**src/rtl/ibuf_pkg.sv**
```systemverilog
// Shared types for the instruction buffer: fetch exception codes and the
// per-entry record handed from fetch to decode.
package ibuf_pkg;

  typedef enum logic [3:0] {
    EXCP_NONE = 4'd0,
    EXCP_INT  = 4'd1,
    EXCP_ADEF = 4'd2,
    EXCP_TLBR = 4'd3,
    EXCP_PIF  = 4'd4,
    EXCP_PPI  = 4'd5,
    EXCP_SYS  = 4'd6,
    EXCP_BRK  = 4'd7,
    EXCP_INE  = 4'd8
  } excp_t;

  typedef struct packed {
    logic [31:0] pc;
    logic [31:0] inst;
    logic        pred_taken;
    logic [31:0] pred_target;
    logic        have_excp;
    excp_t       excp_type;
  } ibuf_entry_t;

endpackage

```
**src/rtl/ibuf_ram.sv**
```systemverilog
// DEPTH-entry register file, two write ports and two combinational read ports.
// Storage is deliberately not reset; validity is tracked by the owner's count.
module ibuf_ram
  import ibuf_pkg::*;
#(
  parameter int DEPTH = 16,
  parameter int PTR_W = $clog2(DEPTH)
) (
  input  logic             clk,
  input  logic             i_we0,
  input  logic [PTR_W-1:0] i_waddr0,
  input  ibuf_entry_t      i_wdata0,
  input  logic             i_we1,
  input  logic [PTR_W-1:0] i_waddr1,
  input  ibuf_entry_t      i_wdata1,
  input  logic [PTR_W-1:0] i_raddr0,
  input  logic [PTR_W-1:0] i_raddr1,
  output ibuf_entry_t      o_rdata0,
  output ibuf_entry_t      o_rdata1
);

  ibuf_entry_t r_mem [DEPTH];

  // The two write addresses are always tail and tail+1, so they never collide.
  always_ff @(posedge clk) begin
    if (i_we0) r_mem[i_waddr0] <= i_wdata0;
    if (i_we1) r_mem[i_waddr1] <= i_wdata1;
  end

  assign o_rdata0 = r_mem[i_raddr0];
  assign o_rdata1 = r_mem[i_raddr1];

endmodule

```
**src/rtl/ibuf.sv**
```systemverilog
// Instruction buffer between fetch and a dual-issue decoder: circular FIFO
// accepting 0..2 entries and presenting up to 2 entries per cycle.
module ibuf
  import ibuf_pkg::*;
#(
  parameter int DEPTH = 16
) (
  input  logic        clk,
  input  logic        resetn,
  input  logic [1:0]  i_size,
  input  logic [31:0] i_pc0,
  input  logic [31:0] i_inst0,
  input  logic        i_pred_taken0,
  input  logic [31:0] i_pred_target0,
  input  logic [31:0] i_pc1,
  input  logic [31:0] i_inst1,
  input  logic        i_pred_taken1,
  input  logic [31:0] i_pred_target1,
  input  logic        i_have_excp,
  input  excp_t       i_excp_type,
  output logic        i_ready,
  input  logic        flush,
  output logic        o_valid0,
  output ibuf_entry_t o_entry0,
  output logic        o_valid1,
  output ibuf_entry_t o_entry1,
  input  logic [1:0]  o_pop
);

  localparam int PTR_W = $clog2(DEPTH);
  localparam int CNT_W = PTR_W + 1;

  logic [PTR_W-1:0] r_head;
  logic [PTR_W-1:0] r_tail;
  logic [CNT_W-1:0] r_count;

  logic [CNT_W-1:0] w_free;
  logic [CNT_W-1:0] w_size_req;
  logic [CNT_W-1:0] w_wr_n;
  logic [CNT_W-1:0] w_pop_lim;
  logic [CNT_W-1:0] w_pop_req;
  logic [CNT_W-1:0] w_pop_n;
  logic             w_we0;
  logic             w_we1;
  ibuf_entry_t      w_wdata0;
  ibuf_entry_t      w_wdata1;

  // Free space is measured before this cycle's pop: popped slots reopen next cycle.
  assign w_free     = CNT_W'(DEPTH) - r_count;
  assign w_size_req = (i_size == 2'd3) ? CNT_W'(2) : CNT_W'(i_size);
  assign w_wr_n     = (w_size_req > w_free) ? w_free : w_size_req;

  assign w_pop_lim  = (r_count > CNT_W'(2)) ? CNT_W'(2) : r_count;
  assign w_pop_req  = CNT_W'(o_pop);
  assign w_pop_n    = (w_pop_req > w_pop_lim) ? w_pop_lim : w_pop_req;

  // Margin of 4 covers one response in flight plus one landing this cycle.
  assign i_ready  = (w_free >= CNT_W'(4));
  assign o_valid0 = (r_count != '0);
  assign o_valid1 = (r_count >= CNT_W'(2));

  assign w_we0 = !flush && (w_wr_n != '0);
  assign w_we1 = !flush && (w_wr_n == CNT_W'(2));

  assign w_wdata0 = '{pc: i_pc0, inst: i_inst0, pred_taken: i_pred_taken0,
                      pred_target: i_pred_target0, have_excp: i_have_excp,
                      excp_type: i_excp_type};
  assign w_wdata1 = '{pc: i_pc1, inst: i_inst1, pred_taken: i_pred_taken1,
                      pred_target: i_pred_target1, have_excp: 1'b0,
                      excp_type: EXCP_NONE};

  ibuf_ram #(.DEPTH(DEPTH), .PTR_W(PTR_W)) u_ram (
    .clk      (clk),
    .i_we0    (w_we0),
    .i_waddr0 (r_tail),
    .i_wdata0 (w_wdata0),
    .i_we1    (w_we1),
    .i_waddr1 (r_tail + PTR_W'(1)),
    .i_wdata1 (w_wdata1),
    .i_raddr0 (r_head),
    .i_raddr1 (r_head + PTR_W'(1)),
    .o_rdata0 (o_entry0),
    .o_rdata1 (o_entry1)
  );

  always_ff @(posedge clk or negedge resetn) begin
    if (!resetn) begin
      r_head  <= '0;
      r_tail  <= '0;
      r_count <= '0;
    end else if (flush) begin
      r_head  <= '0;
      r_tail  <= '0;
      r_count <= '0;
    end else begin
      r_head  <= r_head + w_pop_n[PTR_W-1:0];
      r_tail  <= r_tail + w_wr_n[PTR_W-1:0];
      r_count <= r_count + w_wr_n - w_pop_n;
    end
  end

  a_size_legal: assert property (@(posedge clk) disable iff (!resetn)
    i_size != 2'd3);
  a_excp_lane0: assert property (@(posedge clk) disable iff (!resetn)
    i_have_excp |-> (i_size == 2'd1));
  a_pop_legal: assert property (@(posedge clk) disable iff (!resetn || flush)
    w_pop_req <= w_pop_lim);
  a_no_overflow: assert property (@(posedge clk) disable iff (!resetn || flush)
    w_size_req <= w_free);

endmodule

```
**config.mk**
```make
export PLATFORM = sky130hd
export DESIGN_NAME = ibuf
export DESIGN_NICKNAME = d
export VERILOG_FILES = /design/src/rtl/ibuf_pkg.sv /design/src/rtl/ibuf_ram.sv /design/src/rtl/ibuf.sv
export SDC_FILE = /design/constraint.sdc
export NUM_CORES = 2
export LEC_CHECK = 0
export CAP_MARGIN = 40
export CORE_MARGIN = 2
export CORE_UTILIZATION = 50
export DETAILED_ROUTE_END_ITERATION = 16
export PLACE_DENSITY_LB_ADDON = 0.25
export SLEW_MARGIN = 20
export SYNTH_ARGS = -nofsm -noshare
export SYNTH_HDL_FRONTEND = slang
export SYNTH_HIERARCHICAL = 1
export SYNTH_SLANG_ARGS = --single-unit
```
**constraint.sdc**
```tcl
create_clock -name clk -period 31.2 [get_ports clk]
set_clock_uncertainty 0.2 [all_clocks]
set_input_delay 4.68 -clock clk [delete_from_list [all_inputs] [get_ports clk]]
set_output_delay 4.68 -clock clk [all_outputs]
set_load 0.02 [all_outputs]
```
### Word-level counts from Yosys, hierarchy flattened

Memories as Yosys holds them, arrays and structs flattened.
Index checks and enable logic that the tools add are counted.

| operators by class | value |
|---|---|
| multiplexer cells | 11 |
| eq/ne operators | 2 |
| reductions and logical operators | 5 |
| add/subtract/negate cells | 7 |
| magnitude comparators | 5 |

Operators with widths:

| operator | number |
|---|---|
| $mux W5 | 4 |
| $gt A2 B5 Y1 | 2 |
| $reduce_bool A5 Y1 | 2 |
| $add A4 B1 Y4 const B | 2 |
| $add A4 B4 Y4 | 2 |
| $mux W4 | 2 |
| $add A5 B5 Y5 | 1 |
| $eq A5 B2 Y1 const B | 1 |
| $ge A5 B2 Y1 const B | 1 |
| $ge A5 B3 Y1 const B | 1 |
| $gt A5 B2 Y1 const B | 1 |
| $sub A5 B5 Y5 | 1 |
| $sub A5 B5 Y5 const A | 1 |
| $mux W1 | 4 |
| $eq A2 B2 Y1 const B | 1 |
| $logic_and A1 B1 Y1 | 2 |
| $mux W2 | 1 |
| $logic_not A1 Y1 | 1 |

| word-level totals | value |
|---|---|
| flip-flop bits (word level) | 13 |
| output and inout bits | 207 |
| memory bits (writable) | 1632 |
| word-level logic and storage cells | 34 |
| memories kept | 1 |
| input bits | 206 |

Memory list:

| name | words | width | read ports | clocked after Yosys merged registers in | write ports | line | RTL |
|---|---|---|---|---|---|---|---|
| u_ram.r_mem | 16 | 102 | 2 | 0 | 2 | ibuf_ram.sv:22 | `ibuf_entry_t r_mem [DEPTH];` |

### Depth between registers and ports, before layout

| logic depth | value |
|---|---|
| depth after elaboration | 8 |
| mapped depth | 17 |
| gate-level depth less buffers | 17 |

### Modules after synthesis

The synthesis kept the hierarchy.

By module, submodules not included:

| module | seq. area each (µm²) | instances | cells an instance | area an instance (µm²) |
|---|---|---|---|---|
| ibuf_ram | 49007.0 | 1 | 5400 | 93397.1 |
| ibuf | 325.3 | 1 | 135 | 1271.2 |

### Worst setup path before layout

No wires, ideal clock.

| path | value |
|---|---|
| kind | input port to flip-flop |
| start | in i_size[1] |
| end | mem u_ram/r_mem[2][0] (netlist name), enable pin |
| arrival | 13628 ps |
| slack | 16669 ps |
| stages | 9 |
| required time | 30296 ps |
| setup time | 704 ps |
| path buffers | 1 |
| cells stage by stage | nand2b_1 -> ha_1 -> nand3_1 -> a211oi_1 -> or3_1 -> buf_6 -> mux2i_1 -> or3b_2 -> o21ai_0 |

RTL lines:

| item | line | RTL |
|---|---|---|
| start, declared | ibuf.sv:10 | `input logic [1:0] i_size,` |
| end, declared | ibuf_ram.sv:22 |  |

==> results.sh <==
export IMPL_status="complete, no violations"
export IMPL_post_route_period_util=0.3509
export IMPL_cts_path_max_buffers=3
export IMPL_place_congestion=0.8013
export IMPL_dr_pass1_iters=6
export IMPL_critPathArrivalTime_ps=6070
export IMPL_synth_top_cell_by_area="edfxtp_1"
export IMPL_power_leakage_nw=34.95
export IMPL_coreArea_mm2=0.1880
export IMPL_fin_crit_ps=10950
export IMPL_root_buffer="clkbuf_16"
export IMPL_cts_buffers=183
export IMPL_synthCells=5535
export IMPL_wl_um=309700
export IMPL_ys_warn_count=6
export IMPL_yosysMostFrequentCell="edfxtp_1"
export IMPL_grt_usage=0.3186
export IMPL_path_clk_slew_ps=70
export IMPL_area_growth_pct=13.75
export IMPL_vdd_drop_max_v=0.0001131
export IMPL_synthMuxAreaShare=0.3945
export IMPL_drc=0
export IMPL_nets=5940
export IMPL_fmax_mhz=91.34
export IMPL_routed_top_layer="met5"
export IMPL_grt_max_degree=148
export IMPL_ios=413
export IMPL_slew_headroom=0.2509
export IMPL_die_w_um=439.1
export IMPL_critical_path_class="reg -> out"
export IMPL_postCtsSetupRepairBufs=0
export IMPL_die_y_um=439.1
export IMPL_dp_hpwl_um=174600
export IMPL_drt_iter0_markers=7292
export IMPL_row_count=159
export IMPL_synth_async_reset_ratio=0.007903
export IMPL_grt_pass1_wl_um=439500
export IMPL_final_util=0.5728
export IMPL_finalSetupTns_ps=0
export IMPL_synth_seq_cells=1645
export IMPL_synth_top_family_by_area="multiplexers"
export IMPL_cts_resized=0
export IMPL_yosysSeqAreaShare=0.5211
export IMPL_overflow=0
export IMPL_die_area_mm2=0.1928
export IMPL_slew_viol_final=0
export IMPL_synthTopCellsByArea="edfxtp_1 52%, mux4_2 19%, mux2_2 18%"
export IMPL_end_kind="primary output"
export IMPL_fin_area_mm2=0.1077
export IMPL_min_delay_start="r_tail[3]"
export IMPL_required_ps=26320
export IMPL_synthTopCellsByCount="1632 x edfxtp_1, 1494 x mux2_2, 816 x mux4_2"
export IMPL_wl_met1_um=116200
export IMPL_worstMarginPinSlew_ps=1124
export IMPL_r2r_start="r_count[0]"
export IMPL_cp_max_fo=54
export IMPL_route_detailed_wl_per_inst_um=36.94
export IMPL_met2_length_um=149400
export IMPL_num_vias=58803
export IMPL_start_util=0.5036
export IMPL_netlist_area_mm2=0.09467
export IMPL_drv_cap=0
export IMPL_synthAdderAreaFrac=0.003912
export IMPL_holdCritPathClass="reg -> reg"
export IMPL_vias_per_cell=7.015
export IMPL_cts_sinks=1645
export IMPL_rsz0062_at_grt="no"
export IMPL_setup_viol=0
export IMPL_postRouteAntennaNets=0
export IMPL_hold_viol_final=0
export IMPL_synth_simple_gate_area_share=0.01260
export IMPL_synth_top_area_frac=0.5177
export IMPL_synth_xor_area_share=0.001203
export IMPL_hold_buffers=0
export IMPL_syn_avg_cell_area_um2=17.10
export IMPL_routed_wl_met3_um=29590
export IMPL_portBuffers=412
export IMPL_synth_compound_area_share=0.03450
export IMPL_grt_pass1_vias=60360
export IMPL_dp_cells=8009
export IMPL_h_tree_depth=4
export IMPL_power_density_mw_per_mm2=88.95
export IMPL_yosys_most_used_dff="edfxtp_1"
export IMPL_cts_tree="yes"
export IMPL_drive_gt1_frac=0.5002
export IMPL_fin_cells=8383
export IMPL_clock_latency_ps=860
export IMPL_ys_types=40
export IMPL_startpoint="r_head[0]"
export IMPL_synth_edf_count=1632
export IMPL_cp_start_kind="register"
export IMPL_hold_ws_ps=495.8
export IMPL_antenna_found_initial=45
export IMPL_placed_area_mm2=0.1019
==> power by group <==
part           internal, mW  total, mW  switching [mW]
Combinational          2.02       4.62            2.60
Clock                  1.14       2.05           0.908
Sequential             2.78       2.91           0.126
==> per-layer routing <==
| metal | global-route usage | up-vias |
|---|---|---|
| met1 | 0.4211 | 31113 |
| met4 | 0.1567 | 26 |
| met3 | 0.06154 | 690 |
| met2 | 0.5072 | 3658 |
| met5 | 0 | - |
| li1 | - | 23316 |
==> cells in the final DEF (no fill, tap or decap), types with 3 or more instances in the layout <==
cell,count
bufinv_16,5
mux2_4,140
mux2i_1,4
buf_4,124
nand2b_4,3
a21oi_1,6
buf_12,28
o22ai_4,9
clkdlybuf4s50_1,412
nor2b_1,6
o21ai_0,4
ha_1,19
o21ai_4,6
fa_1,6
nor2_4,11
nand3_1,5
edfxtp_1,1632
clkinv_2,32
nand2b_1,9
xor2_1,6
nor2b_4,5
clkinv_1,48
a21o_1,4
buf_16,40
a22oi_1,408
clkbuf_16,188
mux4_2,816
nor2_1,11
conb_1,41
diode_2,30
inv_6,7
clkbuf_1,49
xnor2_1,7
dfrtp_1,11
nand2_1,208
inv_1,20
mux2_2,1494
==> worst max-delay path, cell delays in order (launching register included) <==
cell and delay (ps):
dfrtp_4 650, inv_8 240, buf_16 370, buf_4 700, buf_4 400, buf_16 280
buf_4 460, buf_16 290, mux4_2 530, a22oi_1 240, nand2_1 220, clkdlybuf4s50_1 600
==> path summary, 6_finish.rpt <==
check	end	slack [ps]	cells after the start
worst max-delay path	o_entry1[94]	20250	11
worst min-delay path	r_tail[3]	500	2
worst max register to register	u_ram/r_mem[12][53]	24370	13
worst min register to register	r_tail[3]	500	2
max in group asynchronous	r_head[0]	26290	1
min in group asynchronous	r_head[1]	4020	1
==> logic make-up (layout without fill, tap and decap cells) <==
group	count (synthesis)	after routing
AND/OR/NAND/NOR	277	277
adder cells (fa/ha/maj)	26	26
XOR/XNOR	13	13
other	2	71
flip-flops	1645	1645
multiplexers	2454	2454
buffers and inverters	676	960
AO/OA/AOI/OAI	442	442
==> layout make-up <==
class	count	area, um2
inverters	21	86.33
repair buffers	604	6716
multi-input cells	3253	42820
flip-flops and latches	1645	49340
clock buffers	237	4888
diodes	30	75.07
clock inverters	98	634.4
well taps	2495	3122
fillers	14418	80320
==> state kept, by name (all words and copies together) (netlist names) <==
signal       count
r_head           4
r_count          5
r_tail           4
u_ram/r_mem   1632
==> stage by stage <==
step	worst slack, ps	total power [mW]
after floorplan	16670	5.726
after global placement	20470	7.370
after detailed placement	20370	7.507
after CTS	19850	9.552
after global routing	19880	9.872
final	20250	9.578
Power figures use the tool's default switching activity.
